$ cat src/rtl/inst_fetch_if.sv
// Fetch-stage bus bundle: instruction memory read port, decode handshake and control.
interface inst_fetch_if #(
  parameter int unsigned PC_W = 8
);
  localparam int unsigned INST_W = 8;

  logic              imem_en;
  logic [PC_W-1:0]   imem_addr;
  logic [INST_W-1:0] imem_rdata;
  logic [INST_W-1:0] inst_out;
  logic [PC_W-1:0]   inst_pc;
  logic              inst_valid;
  logic              inst_ready;
  logic              redirect;
  logic [PC_W-1:0]   redirect_pc;
  logic              halt;
  logic [PC_W-1:0]   fetch_pc;

  modport master (
    output imem_en, imem_addr, inst_out, inst_pc, inst_valid, fetch_pc,
    input  imem_rdata, inst_ready, redirect, redirect_pc, halt
  );

  modport slave (
    input  imem_en, imem_addr, inst_out, inst_pc, inst_valid, fetch_pc,
    output imem_rdata, inst_ready, redirect, redirect_pc, halt
  );
endinterface

$ cat src/rtl/inst_fetch.sv
// Instruction fetch: PC, 1-cycle-latency imem requests, 2-entry FIFO toward decode,
// redirect with flush and halt.
module inst_fetch #(
  parameter int unsigned     PC_W     = 8,
  parameter logic [PC_W-1:0] RESET_PC = '0
) (
  input  logic         clk,
  input  logic         reset,
  inst_fetch_if.master bus
);
  localparam int unsigned INST_W = 8;
  localparam int unsigned CNT_W  = 2;

  typedef struct packed {
    logic [INST_W-1:0] inst;
    logic [PC_W-1:0]   pc;
  } entry_t;

  typedef enum logic {BOOT, RUN} state_t;

  state_t           state_q, state_d;
  entry_t           fifo_q [2];
  logic             rd_ptr_q, wr_ptr_q;
  logic [CNT_W-1:0] count_q;
  logic             inflight_q;
  logic [PC_W-1:0]  inflight_pc_q;
  logic [PC_W-1:0]  fpc_q;

  logic             valid;
  logic             pop;
  logic             push;
  logic             issue;
  logic             credit_ok;

  // Next state plus the per-cycle handshake/issue decisions
  always_comb begin
    state_d   = state_q;
    valid     = 1'b0;
    pop       = 1'b0;
    push      = 1'b0;
    issue     = 1'b0;
    credit_ok = (count_q + CNT_W'(inflight_q)) < CNT_W'(2);

    unique case (state_q)
      BOOT: state_d = RUN;
      RUN:  state_d = RUN;
    endcase

    valid = (count_q != '0) && !bus.redirect && !reset;
    pop   = valid && bus.inst_ready;
    push  = inflight_q && !bus.redirect && !reset;
    issue = (state_q == RUN) && !reset && !bus.redirect && !bus.halt && (credit_ok || pop);
  end

  always_ff @(posedge clk) begin
    if (reset) begin
      state_q       <= BOOT;
      fpc_q         <= RESET_PC;
      count_q       <= '0;
      inflight_q    <= 1'b0;
      inflight_pc_q <= '0;
      rd_ptr_q      <= 1'b0;
      wr_ptr_q      <= 1'b0;
      fifo_q[0]     <= '0;
      fifo_q[1]     <= '0;
    end else begin
      state_q <= state_d;
      if (bus.redirect) begin
        // Flush: drop buffered entries and the response arriving this cycle
        fpc_q      <= bus.redirect_pc;
        count_q    <= '0;
        inflight_q <= 1'b0;
        rd_ptr_q   <= 1'b0;
        wr_ptr_q   <= 1'b0;
      end else begin
        inflight_q <= issue;
        if (issue) begin
          fpc_q         <= fpc_q + PC_W'(1);
          inflight_pc_q <= fpc_q;
        end
        if (push) begin
          fifo_q[wr_ptr_q] <= '{inst: bus.imem_rdata, pc: inflight_pc_q};
          wr_ptr_q         <= ~wr_ptr_q;
        end
        if (pop) rd_ptr_q <= ~rd_ptr_q;
        count_q <= count_q + CNT_W'(push) - CNT_W'(pop);
      end
    end
  end

  assign bus.imem_en    = issue;
  assign bus.imem_addr  = fpc_q;
  assign bus.fetch_pc   = fpc_q;
  assign bus.inst_valid = valid;
  assign bus.inst_out   = fifo_q[rd_ptr_q].inst;
  assign bus.inst_pc    = fifo_q[rd_ptr_q].pc;

  a_no_overflow: assert property (@(posedge clk) disable iff (reset)
    !(push && !pop && count_q == CNT_W'(2)));
endmodule

$ cat src/flat_wrapper.sv
// flat-port wrapper written by rule: the top's interface ports become plain ports
module inst_fetch_flat 
#(
  parameter int unsigned     PC_W     = 8,
  parameter logic [PC_W-1:0] RESET_PC = '0
)
  (clk, reset, bus_imem_en, bus_imem_addr, bus_inst_out, bus_inst_pc, bus_inst_valid, bus_fetch_pc, bus_imem_rdata, bus_inst_ready, bus_redirect, bus_redirect_pc, bus_halt);
  inst_fetch_if #(.PC_W(PC_W)) bus_i ();
  input  logic clk;
  input  logic reset;
  output wire logic [$bits(bus_i.imem_en)-1:0] bus_imem_en;
  output wire logic [$bits(bus_i.imem_addr)-1:0] bus_imem_addr;
  output wire logic [$bits(bus_i.inst_out)-1:0] bus_inst_out;
  output wire logic [$bits(bus_i.inst_pc)-1:0] bus_inst_pc;
  output wire logic [$bits(bus_i.inst_valid)-1:0] bus_inst_valid;
  output wire logic [$bits(bus_i.fetch_pc)-1:0] bus_fetch_pc;
  input wire logic [$bits(bus_i.imem_rdata)-1:0] bus_imem_rdata;
  input wire logic [$bits(bus_i.inst_ready)-1:0] bus_inst_ready;
  input wire logic [$bits(bus_i.redirect)-1:0] bus_redirect;
  input wire logic [$bits(bus_i.redirect_pc)-1:0] bus_redirect_pc;
  input wire logic [$bits(bus_i.halt)-1:0] bus_halt;
  assign bus_imem_en = bus_i.imem_en;
  assign bus_imem_addr = bus_i.imem_addr;
  assign bus_inst_out = bus_i.inst_out;
  assign bus_inst_pc = bus_i.inst_pc;
  assign bus_inst_valid = bus_i.inst_valid;
  assign bus_fetch_pc = bus_i.fetch_pc;
  assign bus_i.imem_rdata = bus_imem_rdata;
  assign bus_i.inst_ready = bus_inst_ready;
  assign bus_i.redirect = bus_redirect;
  assign bus_i.redirect_pc = bus_redirect_pc;
  assign bus_i.halt = bus_halt;
  inst_fetch #(.PC_W(PC_W), .RESET_PC(RESET_PC)) u_core (.clk(clk), .reset(reset), .bus(bus_i));
endmodule
$ cat config.mk
export PLATFORM = sky130hd
export DESIGN_NAME = inst_fetch_flat
export DESIGN_NICKNAME = d
export VERILOG_FILES = /design/src/rtl/inst_fetch_if.sv /design/src/rtl/inst_fetch.sv /design/src/flat_wrapper.sv
export SDC_FILE = /design/constraint.sdc
export NUM_CORES = 1
export LEC_CHECK = 0
export CAP_MARGIN = 25
export CORE_UTILIZATION = 30
export CTS_CLUSTER_SIZE = 12
export DETAILED_ROUTE_END_ITERATION = 8
export PLACE_DENSITY = 0.62
export SYNTH_ARGS = -nofsm -noshare
export SYNTH_HDL_FRONTEND = slang
export SYNTH_SLANG_ARGS = --single-unit
export TNS_END_PERCENT = 1
$ cat constraint.sdc
create_clock -name clk -period 3.1 [get_ports clk]
set_input_delay 0.62 -clock clk [delete_from_list [all_inputs] [get_ports clk]]
set_output_delay 0.62 -clock clk [all_outputs]
set_load 0.02 [all_outputs]
=== After elaboration in Yosys (flattened, before gate mapping) ===
Memories as Yosys holds them, arrays and structs flattened. A register that Yosys moved wholly into a read port is not among the register bits.
Cells that the tools add are included.

* Register bits after elaboration: 22
* Memory bits (writable): 32
* Output and inout bits: 34
* Word-level logic and storage cells: 48
* Memories: 1

* Add/subtract/negate cells: 4
* Order comparisons: 1
* Multiplexer cells: 14
* Bitwise logic cells: 3
* Reduce and logical (&&, ||, !) cells: 18

{| class="wikitable"
|+ Memory list
! memory !! words !! width !! read ports !! clocked after Yosys merged registers in !! write ports !! line !! source
|-
| u_core.fifo_q || 2 || 16 || 1 || 1 || 2 || inst_fetch.sv:22 || <nowiki>entry_t fifo_q [2];</nowiki>
|}

{| class="wikitable"
|+ Operator list
! cell !! count
|-
| 2-to-1 mux 16 bit || 1
|-
| 2-to-1 mux 8 bit || 2
|-
| OR reduction 16 bit || 1
|-
| 2-to-1 mux 1 bit || 11
|-
| logical AND 1 bit || 9
|-
| adder 8 x 1 -> 8 bit (second input constant) || 1
|-
| adder 2 x 1 -> 2 bit || 2
|-
| nonzero test 2 bit || 2
|-
| logical NOT 1 bit || 3
|-
| inverter 1 bit || 3
|-
| < comparator 2 bit (second input constant) || 1
|-
| AND reduction 2 bit || 1
|-
| OR reduction 2 bit || 1
|-
| subtractor 2 x 1 -> 2 bit || 1
|-
| logical OR 1 bit || 1
|}

=== Depth between registers and ports, before layout ===
* Depth after elaboration: 9
* Mapped depth: 10

=== Least setup slack after synthesis ===
Ideal clock, no wire load.

* Path kind: in2reg
* Start: in bus_redirect
* End: mem u_core.fifo_q[0][0] in the netlist's numbering (enable)
* Library setup time: 0.411 ns
* Arrival time: 2.275 ns
* Required time: 2.689 ns
* Slack: 0.414 ns
* Cell stages on the path: 4
* Buffers on the path: 1
* Path through: buf_2 -> nor2_2 -> nand2_1 -> o21ai_0

{| class="wikitable"
|+ RTL lines
! element !! line !! source
|-
| from (decl) || flat_wrapper.sv:19 || <nowiki>input wire logic [$bits(bus_i.redirect)-1:0] bus_redirect;</nowiki>
|-
| to (decl) || inst_fetch.sv:22 ||
|}

=== Final worst setup path ===
* Start: in bus_redirect
* End: out bus_imem_en

* Longest elaborated chain between the ends: 6
* Elaborated cells on any way between the ends: 8
* Classes of those cells: reduce/logical (8)

{| class="wikitable"
|+ Ends and longest elaborated chain
! element !! line !! source
|-
| logical NOT 1 bit (*) || inst_fetch.sv:49, inst_fetch.sv:52 ||
|-
| logical AND 1 bit (2 in series) || inst_fetch.sv:49 || <nowiki>valid = (count_q != '0) && !bus.redirect && !reset;</nowiki>
|-
| logical AND 1 bit || inst_fetch.sv:50 || <nowiki>pop = valid && bus.inst_ready;</nowiki>
|-
| logical OR 1 bit || inst_fetch.sv:52 || <nowiki>issue = (state_q == RUN) && !reset && !bus.redirect && !bus.halt && (credit_ok || pop);</nowiki>
|-
| logical AND 1 bit (*) || inst_fetch.sv:52 ||
|-
| to (decl) || flat_wrapper.sv:11 || <nowiki>output wire logic [$bits(bus_i.imem_en)-1:0] bus_imem_en;</nowiki>
|}

Every way passes the cells marked *; elsewhere a longest branch is shown, timed or not.

==> flow_metrics.tcl <==
set metrics [dict create \
    grt_max_degree 22 \
    rsz0062_at_grt "false" \
    p_int_mw 1.058 \
    timing.final.crit_period_ns 2.731 \
    die_area_sq_mm 0.008809 \
    path_cells "clkdlybuf4s50_1, nor2_2, a22oi_1, nor2_1, clkdlybuf4s50_1" \
    place_inst 373 \
    coreArea_sq_mm 0.008175 \
    synth-seq-area-share_pct 56.15 \
    synthArstFlopShare_pct 0 \
    ys.warnings.count 0 \
    die_height_microns 93.86 \
    final_common_cell "clkdlybuf4s50_1" \
    hold_buffers 0 \
    critPathMaxStageDelay_ns 0.62 \
    cts_made_buffers 5 \
    via_count 1824 \
    synthTopCellsByArea "edfxtp_1 38%, dfxtp_1 18%, and2_1 8.2%" \
    die_x_microns 93.86 \
    start_util_pct 30.96 \
    pwr-share-comb_pct 11.1 \
    gp_congestion 0.7642 \
    drive_above_1_share_pct 9.783 \
    final_nets 299 \
    instances_no_fill 381 \
    overflow 0 \
    clockBufferDepth 2 \
    netSwitchingFraction_pct 22.84 \
    final.period_utilization_pct 88.08 \
    finalHoldViolations 0 \
    cts_tree "done" \
    ant_nets 0 \
    ys_seq_elements 55 \
    n_antenna_cell 0 \
    max-cap-violations 0 \
    synthCells 224 \
    dpl.hpwl_microns 3492 \
    critPathKind "primary input to output pin" \
    utilization_pct 39.98 \
    syn_to_final_growth_pct 29.11 \
    tightest_slew_ns 0.9615 \
    synth_flop_cell "edfxtp_1" \
    hold_path_class "flop to flop" \
    clkPwrFrac_pct 29.7 \
    leakage_nw 1.205 \
    max-vdd-ir-drop_v 0.0001923 \
    powerDensity_mw_per_mm2 419.7 \
    status "finished, final reports clean" \
    muxShareOfSynthArea_pct 7.118 \
    mappedNetlistNets 248 \
    first_global_vias 1770 \
    insertion_delay_ns 0.30 \
    vias_per_cell 4.787 \
    cts_root_buf "clkbuf_8" \
    required_ns 2.48 \
    cts.repair.resized 0 \
    avgRoutedWirePerCell_microns 13.43 \
    layout_common_cells "54 x clkdlybuf4s50_1, 33 x and2_1, 32 x edfxtp_1" \
    htreeDepth 2 \
    finalSetupViolations 0 \
    cp_max_fo 3 \
    fin_worst_skew_ns 0.01180 \
    seqPwrFrac_pct 59.2 \
    synth_adder_area_share_pct 1.483 \
    postSynthAreaPerCell_sq_um 11.30 \
    tns_ns 0 \
    switching_power_uw 313.3 \
    cts.clk_slew.worst_paths_ns 0.09 \
    clock.fmax_ghz 0.3662 \
    synth-simple-area-share_pct 18.49 \
    port_buffers 54 \
    slew_viol_final 0 \
    synth_top_family_by_area "simple AND/OR/NAND/NOR gates" \
    drt_iter0_drc 65 \
    post-route-drc-count 0 \
    grt_pass1_wl_microns 8507 \
    rows 33 \
    ios 55 \
    synth_top_area_share_pct 37.96 \
    antenna_found_initial 0 \
    numClockSinks 55 \
    wl_microns 5117 \
    worst_path_most_repeated_cell "clkdlybuf4s50_1" \
    relSlewSlack_pct 35.67 \
    yosys.area.top_type "edfxtp_1" \
    synth_compound_area_share_pct 9.985 \
    syn-cell-area_sq_mm 0.002531 \
    crit_slowest_cell "clkdlybuf4s50_1" \
    cp-end-kind "output pin" \
    grt_usage_pct 12.44 \
    cp_data_arrival_time_ns 2.11 \
    drtPass1Iterations 4 \
    cp-start-kind "primary input" \
    synth_xor_area_share_pct 1.384 \
    synth-edff-count 32 \
    cts_setup_buffers 0 \
    yosysUniqueCellTypes 38 \
]
## cell usage after synthesis (2+ instances only)
library cell,n
nand2_1,7
buf_4,8
or4_1,7
nor3_1,4
dfxtp_1,23
nand3_1,11
and3_1,2
nand3b_1,2
xnor2_1,2
mux2_2,6
o21ai_1,8
edfxtp_1,32
o311ai_1,4
nand4_1,2
o211ai_1,2
mux2_1,10
xor2_1,2
or2_1,3
inv_1,8
o21ai_0,3
a31oi_1,5
clkbuf_1,11
and2_1,33
a21oi_1,9
ha_1,3
nor2_1,5
## kinds of logic after synthesis
| group | after synthesis |
|---|---|
| buf+inv | 28 |
| simple gates | 79 |
| xor+xnor | 4 |
| fa+ha+maj | 3 |
| mux | 16 |
| compound gates | 39 |
| flops | 55 |
## path summary, 6_finish.rpt
kind	from	endpoint	slack, ns	cells past startpoint
setup / recovery	bus_redirect	bus_imem_en	0.37	5
hold / removal	u_core.inflight_pc_q[3]	u_core.inflight_pc_q[3]	0.50	2
hold reg to reg	u_core.inflight_pc_q[3]	u_core.inflight_pc_q[3]	0.50	2
setup reg to reg	u_core.state_q	u_core.bus.fetch_pc[6]	1.26	4
## stage by stage
step	total power [mW]	cell area [sq um]	setup WS (ns)	hold WS, ns
4_1_cts	1.388	3268	0.3541	0.5025
3_5_place_dp	0.9821	3172	0.3668	0.4889
5_1_grt	1.435	3268	0.2741	0.5332
6_report	1.372	3268	0.3695	0.4999
3_3_place_gp	0.9808	3172	0.3801	0.4767
2_1_floorplan	0.9001	2531	0.4137	0.4629
## state kept, by name (all words and copies together), names as in the netlist, named ones only
register	cells
u_core.fifo_q	32
u_core.bus.fetch_pc	8
u_core.inflight_pc_q	8
u_core.count_q	2
u_core.inflight_q	1
u_core.rd_ptr_q	1
u_core.state_q	1
u_core.wr_ptr_q	1
## power by group through the flow
stage	Sequential, mW	Combinational (mW)	Clock [mW]
4_1_cts	0.812	0.154	0.422
6_report	0.812	0.152	0.408
3_3_place_gp	0.828	0.153	0
3_5_place_dp	0.829	0.153	0
5_1_grt	0.815	0.164	0.456
2_1_floorplan	0.831	0.0693	0
## routing by layer
metal	global-route usage, %	share of wire [%]
met5	0	0
met4	3.590	0.47
met3	3.155	4.4
met2	20.56	47
met1	15.97	48
## final cells by class
type | count | area, sq um
fill | 800 | 4907
sequential | 55 | 1421
multi-input combinational | 141 | 973.4
timing repair buffer | 64 | 615.6
tap | 105 | 131.4
clock buffer | 7 | 87.58
inverter | 8 | 30.03
clock inverter | 1 | 8.758
## critical path: cells and delay by family
kind	cells	cell delay (ns)
buffers and inverters	2	1.05
AOI/OAI and AO/OA	1	0.12
and+or+nand+nor	2	0.32
(Power assumes the default switching activity.)
